[src/rtl/gcd_arbiter.sv]
`timescale 1ns/1ps
// gcd_arbiter: round-robin scheduler sharing one go/done GCD core among N requesters.
// Optional build macro GCD_ARB_TIMEOUT_EN aborts a stuck WAIT after TIMEOUT cycles.
module gcd_arbiter #(
    parameter int unsigned N       = 4,
    parameter int unsigned W       = 4,
    parameter int unsigned TIMEOUT = 64
) (
    input  logic           clk,
    input  logic           clr,
    input  logic [N-1:0]   req,
    input  logic [N*W-1:0] req_x,
    input  logic [N*W-1:0] req_y,
    output logic [N-1:0]   gnt,
    output logic [N-1:0]   rsp_valid,
    output logic [W-1:0]   rsp_gcd,
    output logic           rsp_err,
    output logic           core_go,
    output logic [W-1:0]   core_x,
    output logic [W-1:0]   core_y,
    input  logic           core_done,
    input  logic [W-1:0]   core_gcd
);

    localparam int unsigned IW = $clog2(N);

    typedef enum logic [1:0] {
        S_IDLE  = 2'd0,
        S_ISSUE = 2'd1,
        S_WAIT  = 2'd2,
        S_RESP  = 2'd3
    } state_e;

    if (N < 2 || N > 8) begin : g_bad_n
        $error("gcd_arbiter: N must be in 2..8");
    end
    if (TIMEOUT < 1) begin : g_bad_timeout
        $error("gcd_arbiter: TIMEOUT must be at least 1");
    end

    state_e        state_q;
    logic [IW-1:0] rr_ptr_q;
    logic [IW-1:0] gnt_idx_q;
    logic [N-1:0]  gnt_q;
    logic [N-1:0]  rsp_valid_q;
    logic [W-1:0]  rsp_gcd_q;
    logic          rsp_err_q;
    logic          core_go_q;
    logic [W-1:0]  core_x_q;
    logic [W-1:0]  core_y_q;

    logic          win_found_c;
    logic [IW-1:0] win_idx_c;
    logic [N-1:0]  win_oh_c;
    logic [W-1:0]  win_x_c;
    logic [W-1:0]  win_y_c;
    logic [IW-1:0] rr_next_c;
    logic          timeout_hit_c;

    // First requester at or after rr_ptr, wrapping modulo N.
    always_comb begin : p_pick
        logic [IW-1:0] cand;
        win_found_c = 1'b0;
        win_idx_c   = '0;
        cand        = '0;
        for (int unsigned off = 0; off < N; off++) begin
            cand = IW'((32'(rr_ptr_q) + off) % N);
            if (!win_found_c && req[cand]) begin
                win_found_c = 1'b1;
                win_idx_c   = cand;
            end
        end
    end

    assign win_oh_c  = N'(1) << win_idx_c;
    assign win_x_c   = req_x[32'(win_idx_c) * W +: W];
    assign win_y_c   = req_y[32'(win_idx_c) * W +: W];
    assign rr_next_c = (gnt_idx_q == IW'(N - 1)) ? '0 : gnt_idx_q + IW'(1);

`ifdef GCD_ARB_TIMEOUT_EN
    localparam int unsigned CW = $clog2(TIMEOUT + 1);

    logic [CW-1:0] wait_cnt_q;

    // Counts WAIT cycles that end without core_done; cleared on every issue.
    always_ff @(posedge clk or negedge clr) begin
        if (!clr) begin
            wait_cnt_q <= '0;
        end else if (state_q == S_ISSUE) begin
            wait_cnt_q <= '0;
        end else if (state_q == S_WAIT && !core_done) begin
            wait_cnt_q <= wait_cnt_q + CW'(1);
        end
    end

    assign timeout_hit_c = (state_q == S_WAIT) && (wait_cnt_q + CW'(1) == CW'(TIMEOUT));
`else
    assign timeout_hit_c = 1'b0;
`endif

    // Transaction FSM; every output is a register updated alongside the state.
    always_ff @(posedge clk or negedge clr) begin
        if (!clr) begin
            state_q     <= S_IDLE;
            rr_ptr_q    <= '0;
            gnt_idx_q   <= '0;
            gnt_q       <= '0;
            rsp_valid_q <= '0;
            rsp_gcd_q   <= '0;
            rsp_err_q   <= 1'b0;
            core_go_q   <= 1'b0;
            core_x_q    <= '0;
            core_y_q    <= '0;
        end else begin
            core_go_q   <= 1'b0;
            rsp_valid_q <= '0;
            unique case (state_q)
                S_IDLE: begin
                    if (win_found_c) begin
                        gnt_q     <= win_oh_c;
                        gnt_idx_q <= win_idx_c;
                        core_x_q  <= win_x_c;
                        core_y_q  <= win_y_c;
                        // A zero operand would hang the subtractive core.
                        if (win_x_c == '0 || win_y_c == '0) begin
                            rsp_valid_q <= win_oh_c;
                            rsp_gcd_q   <= win_x_c | win_y_c;
                            rsp_err_q   <= 1'b0;
                            state_q     <= S_RESP;
                        end else begin
                            core_go_q <= 1'b1;
                            state_q   <= S_ISSUE;
                        end
                    end
                end
                S_ISSUE: begin
                    state_q <= S_WAIT;
                end
                S_WAIT: begin
                    if (core_done) begin
                        rsp_valid_q <= gnt_q;
                        rsp_gcd_q   <= core_gcd;
                        rsp_err_q   <= 1'b0;
                        state_q     <= S_RESP;
                    end else if (timeout_hit_c) begin
                        rsp_valid_q <= gnt_q;
                        rsp_gcd_q   <= '0;
                        rsp_err_q   <= 1'b1;
                        state_q     <= S_RESP;
                    end
                end
                S_RESP: begin
                    gnt_q     <= '0;
                    rsp_gcd_q <= '0;
                    rsp_err_q <= 1'b0;
                    rr_ptr_q  <= rr_next_c;
                    state_q   <= S_IDLE;
                end
                default: begin
                    state_q <= S_IDLE;
                end
            endcase
        end
    end

    assign gnt       = gnt_q;
    assign rsp_valid = rsp_valid_q;
    assign rsp_gcd   = rsp_gcd_q;
    assign rsp_err   = rsp_err_q;
    assign core_go   = core_go_q;
    assign core_x    = core_x_q;
    assign core_y    = core_y_q;

endmodule

[config.mk]
export PLATFORM = sky130hd
export DESIGN_NAME = gcd_arbiter
export DESIGN_NICKNAME = d
export VERILOG_FILES = /design/src/rtl/gcd_arbiter.sv
export SDC_FILE = /design/constraint.sdc
export NUM_CORES = 1
export LEC_CHECK = 0
export ABC_AREA = 1
export CAP_MARGIN = 25
export CORE_ASPECT_RATIO = 2
export CORE_MARGIN = 5
export CORE_UTILIZATION = 33
export CTS_CLUSTER_SIZE = 24
export DETAILED_ROUTE_END_ITERATION = 7
export MAX_ROUTING_LAYER = met4
export PLACE_DENSITY = 0.64
export SYNTH_ARGS = -nofsm -noshare
export SYNTH_HDL_FRONTEND = slang
export SYNTH_SLANG_ARGS = --single-unit
[constraint.sdc]
create_clock -name clk -period 4.76 [get_ports clk]
set_clock_uncertainty 0.1 [all_clocks]
set_input_delay 0.952 -clock clk [delete_from_list [all_inputs] [get_ports clk]]
set_output_delay 0.952 -clock clk [all_outputs]
set_load 0.1 [all_outputs]
==> results.tsv <==
stage	metric	value	unit
layout	drive_gt1_share	11.5	%
logic_synthesis	ys.warnings.count	0	
cts	clockBufferDepth	2	
drt	drt_iter0_drc	58	
logic_synthesis	async_flop_share	100	%
timing	rsz0062_at_grt	no	
global_route	grt_pass1_wl	8490	µm
floorplan	io_pins	65	
job	max_cap_viol_count	0	
logic_synthesis	netlist-cell-type-count	28	
timing	finalCritPeriodShare	71.2	%
drt	vias	1952	
floorplan	core_area	5660	µm²
critical_path	critPathRequiredTime	4.82	ns
cts	ctsRootBufferMaster	clkbuf_16	
drt	ant_nets	0	
global_route	grt_pass1_vias	1895	
min_path	min_path_cells	2	
drt	viasPerCell	4.99	
floorplan	start_util	33.5	%
critical_path	arrival	3.44	ns
floorplan	die_w	63.6	µm
cts	clock-sinks	27	
placed_design	io_buffer_count	63	
timing	worst_slew_pin_slew	0.977	ns
critical_path	endpoint_kind	flip-flop	
cts	hold_buffers	0	
critical_path	worstSetupPathType	in -> reg	
cts	cts.repair.resized	0	
logic_synthesis	yosys.area.top_type	dfrtp_1	
timing	finalHoldViolations	0	
global_route	grt_usage	14.5	%
drt	route.detailed.drc	0	
logic_synthesis	syn_avg_cell_area	6.97	µm²
logic_synthesis	synth_edf_count	0	
timing	relSlewSlack	34.7	%
cts	cts_tree	yes	
timing	fmax	295	MHz
cts	clk_transition_reported_paths	0.07	ns
placed_design	place_congestion	0.904	
global_route	grt_max_degree	23	
logic_synthesis	ys_ff_latch	27	
placed_design	hpwl	4360	µm
logic_synthesis	synthCells	272	
critical_path	crit_fanout	20	
timing	finalSetupViolCount	0	
layout	nets	378	
logic_synthesis	ys_seq_area_share	35.6	%
logic_synthesis	netlist_area	1900	µm²
layout	syn2layout_area_growth	38.5	%
min_path	hold_path.class	reg -> reg	
cts	htree_levels	1	
logic_synthesis	synth_nets	319	
drt	wire_per_inst	13.6	µm
logic_synthesis	yosys-top-cells-area	dfrtp_1 36%, nand2_1 23%, nand4_1 4.3%	
layout	mostFrequentLayoutCells	115 x nand2_1, 63 x clkdlybuf4s50_1, 27 x dfrtp_1, 16 x nor2_1	
critical_path	critPathLaunchType	primary input	
layout	final_common_cell	nand2_1	
global_route	antenna_found_initial	0	
cts	cts_setup_buffers	0	
floorplan	fp.dieH	117	µm
logic_synthesis	ys.flop_type	dfrtp_1	
layout	nFillCells	596	
floorplan	die_area	7450	µm²
layout	diodes	0	
floorplan	fp-row-count	39	
timing	drv_slew	0	
drt	wirelength	5320	µm
status	status	finished, final reports clean	
cts	numCtsBuffers	3	
critical_path	ff2ff_path_depth	17	
global_route	overflow	0	
drt	drt-pass1-iter-count	4	
timing	tns	0	ns
timing	hold_ws	0.393	ns
logic_synthesis	yosysTopAreaCellShare	35.6	%
cts	clk_latency	0.26	ns
timing	period_needed	3.39	ns
## per-stage QoR
stage / setup WS (ns) / utilization [%] / instances / area (µm²)
floorplan: 2.12 / - / 272 / 1900
global placement: 1.13 / 44.5 / 386 / 2520
detailed placement: 1.10 / 44.5 / 386 / 2520
CTS: 1.37 / 45.9 / 390 / 2600
global route: 1.04 / 46.4 / 391 / 2630
finish: 1.37 / 46.4 / 391 / 2630
## layout make-up
| class | instances | area [µm²] | share of cell area (%) |
|---|---|---|---|
| multi-input cells | 212 | 1040 | 39.7 |
| flip-flops and latches | 27 | 676 | 25.7 |
| repair buffers | 65 | 666 | 25.3 |
| inverters | 22 | 85.1 | 3.24 |
| well taps | 61 | 76.3 | 2.91 |
| clock buffers | 3 | 75.1 | 2.86 |
| clock inverters | 1 | 5.00 | 0.191 |
## cells in the mapped netlist, types with 4 or more instances
cell / number
a31oi_1: 8
dfrtp_1: 27
ha_1: 4
inv_1: 13
inv_2: 7
nand2_1: 115
nand2_2: 12
nand3_1: 9
nand4_1: 13
nor2_1: 16
o21ai_0: 11
o22ai_1: 8
## worst max-delay path: stages
cell	delay, ns
clkdlybuf4s50_1	0.42
inv_1	0.09
nand2_2	0.06
nand3_1	0.14
nand2_2	0.10
nor2_4	0.12
nand3_2	0.31
nand3_4	0.38
inv_4	0.09
nand2_2	0.06
nand2_1	0.06
nand2_1	0.08
nand2_1	0.09
nor2_2	0.09
nand2_2	0.07
nand3_4	0.09
nand2_2	0.09
nand2_1	0.09
nand2_1	0.05
## per-layer routing
layer / up-vias / routed length, µm / GRT usage, %
met3: 10 / 210 / 1.15
met2: 50 / 3030 / 27.4
met4: 0 / 146 / 6.24
met5: - / 0 / -
met1: 895 / 1940 / 14.9
li1: 997 / - / -
## logic make-up (layout without fill, tap and decap cells)
logic type / count (synthesis) / count (layout) / synth area share, %
buffers and inverters: 33 / 91 / 9.31
adders and majority gates: 4 / 4 / 2.64
DFF: 27 / 27 / 35.6
and+or+nand+nor: 174 / 174 / 41.6
other: 1 / 1 / 0.198
AOI/OAI and AO/OA: 33 / 33 / 10.6
## registers in the layout, indices dropped and copies added, names as in the netlist
| name | cells |
|---|---|
| rsp_valid | 4 |
| core_y | 4 |
| rr_ptr_q | 2 |
| core_go | 1 |
| core_x | 4 |
| gnt_idx_q | 2 |
| state_q | 2 |
| gnt | 4 |
| rsp_gcd | 4 |
## path summary, 6_finish.rpt
path	from	endpoint	slack [ns]
max in group asynchronous	clr	gnt[0]	3.13
worst min register to register	rsp_gcd[3]	rsp_gcd[3]	0.39
worst min-delay path	rsp_gcd[3]	rsp_gcd[3]	0.39
worst max-delay path	req[1]	rsp_gcd[1]	1.37
worst max register to register	rr_ptr_q[0]	rsp_gcd[1]	1.77
min in group asynchronous	clr	rsp_gcd[0]	0.87
Power is left out: the tool's default activity adds up to more than one toggle a clock period on the data nets, which glitch-free logic cannot reach.
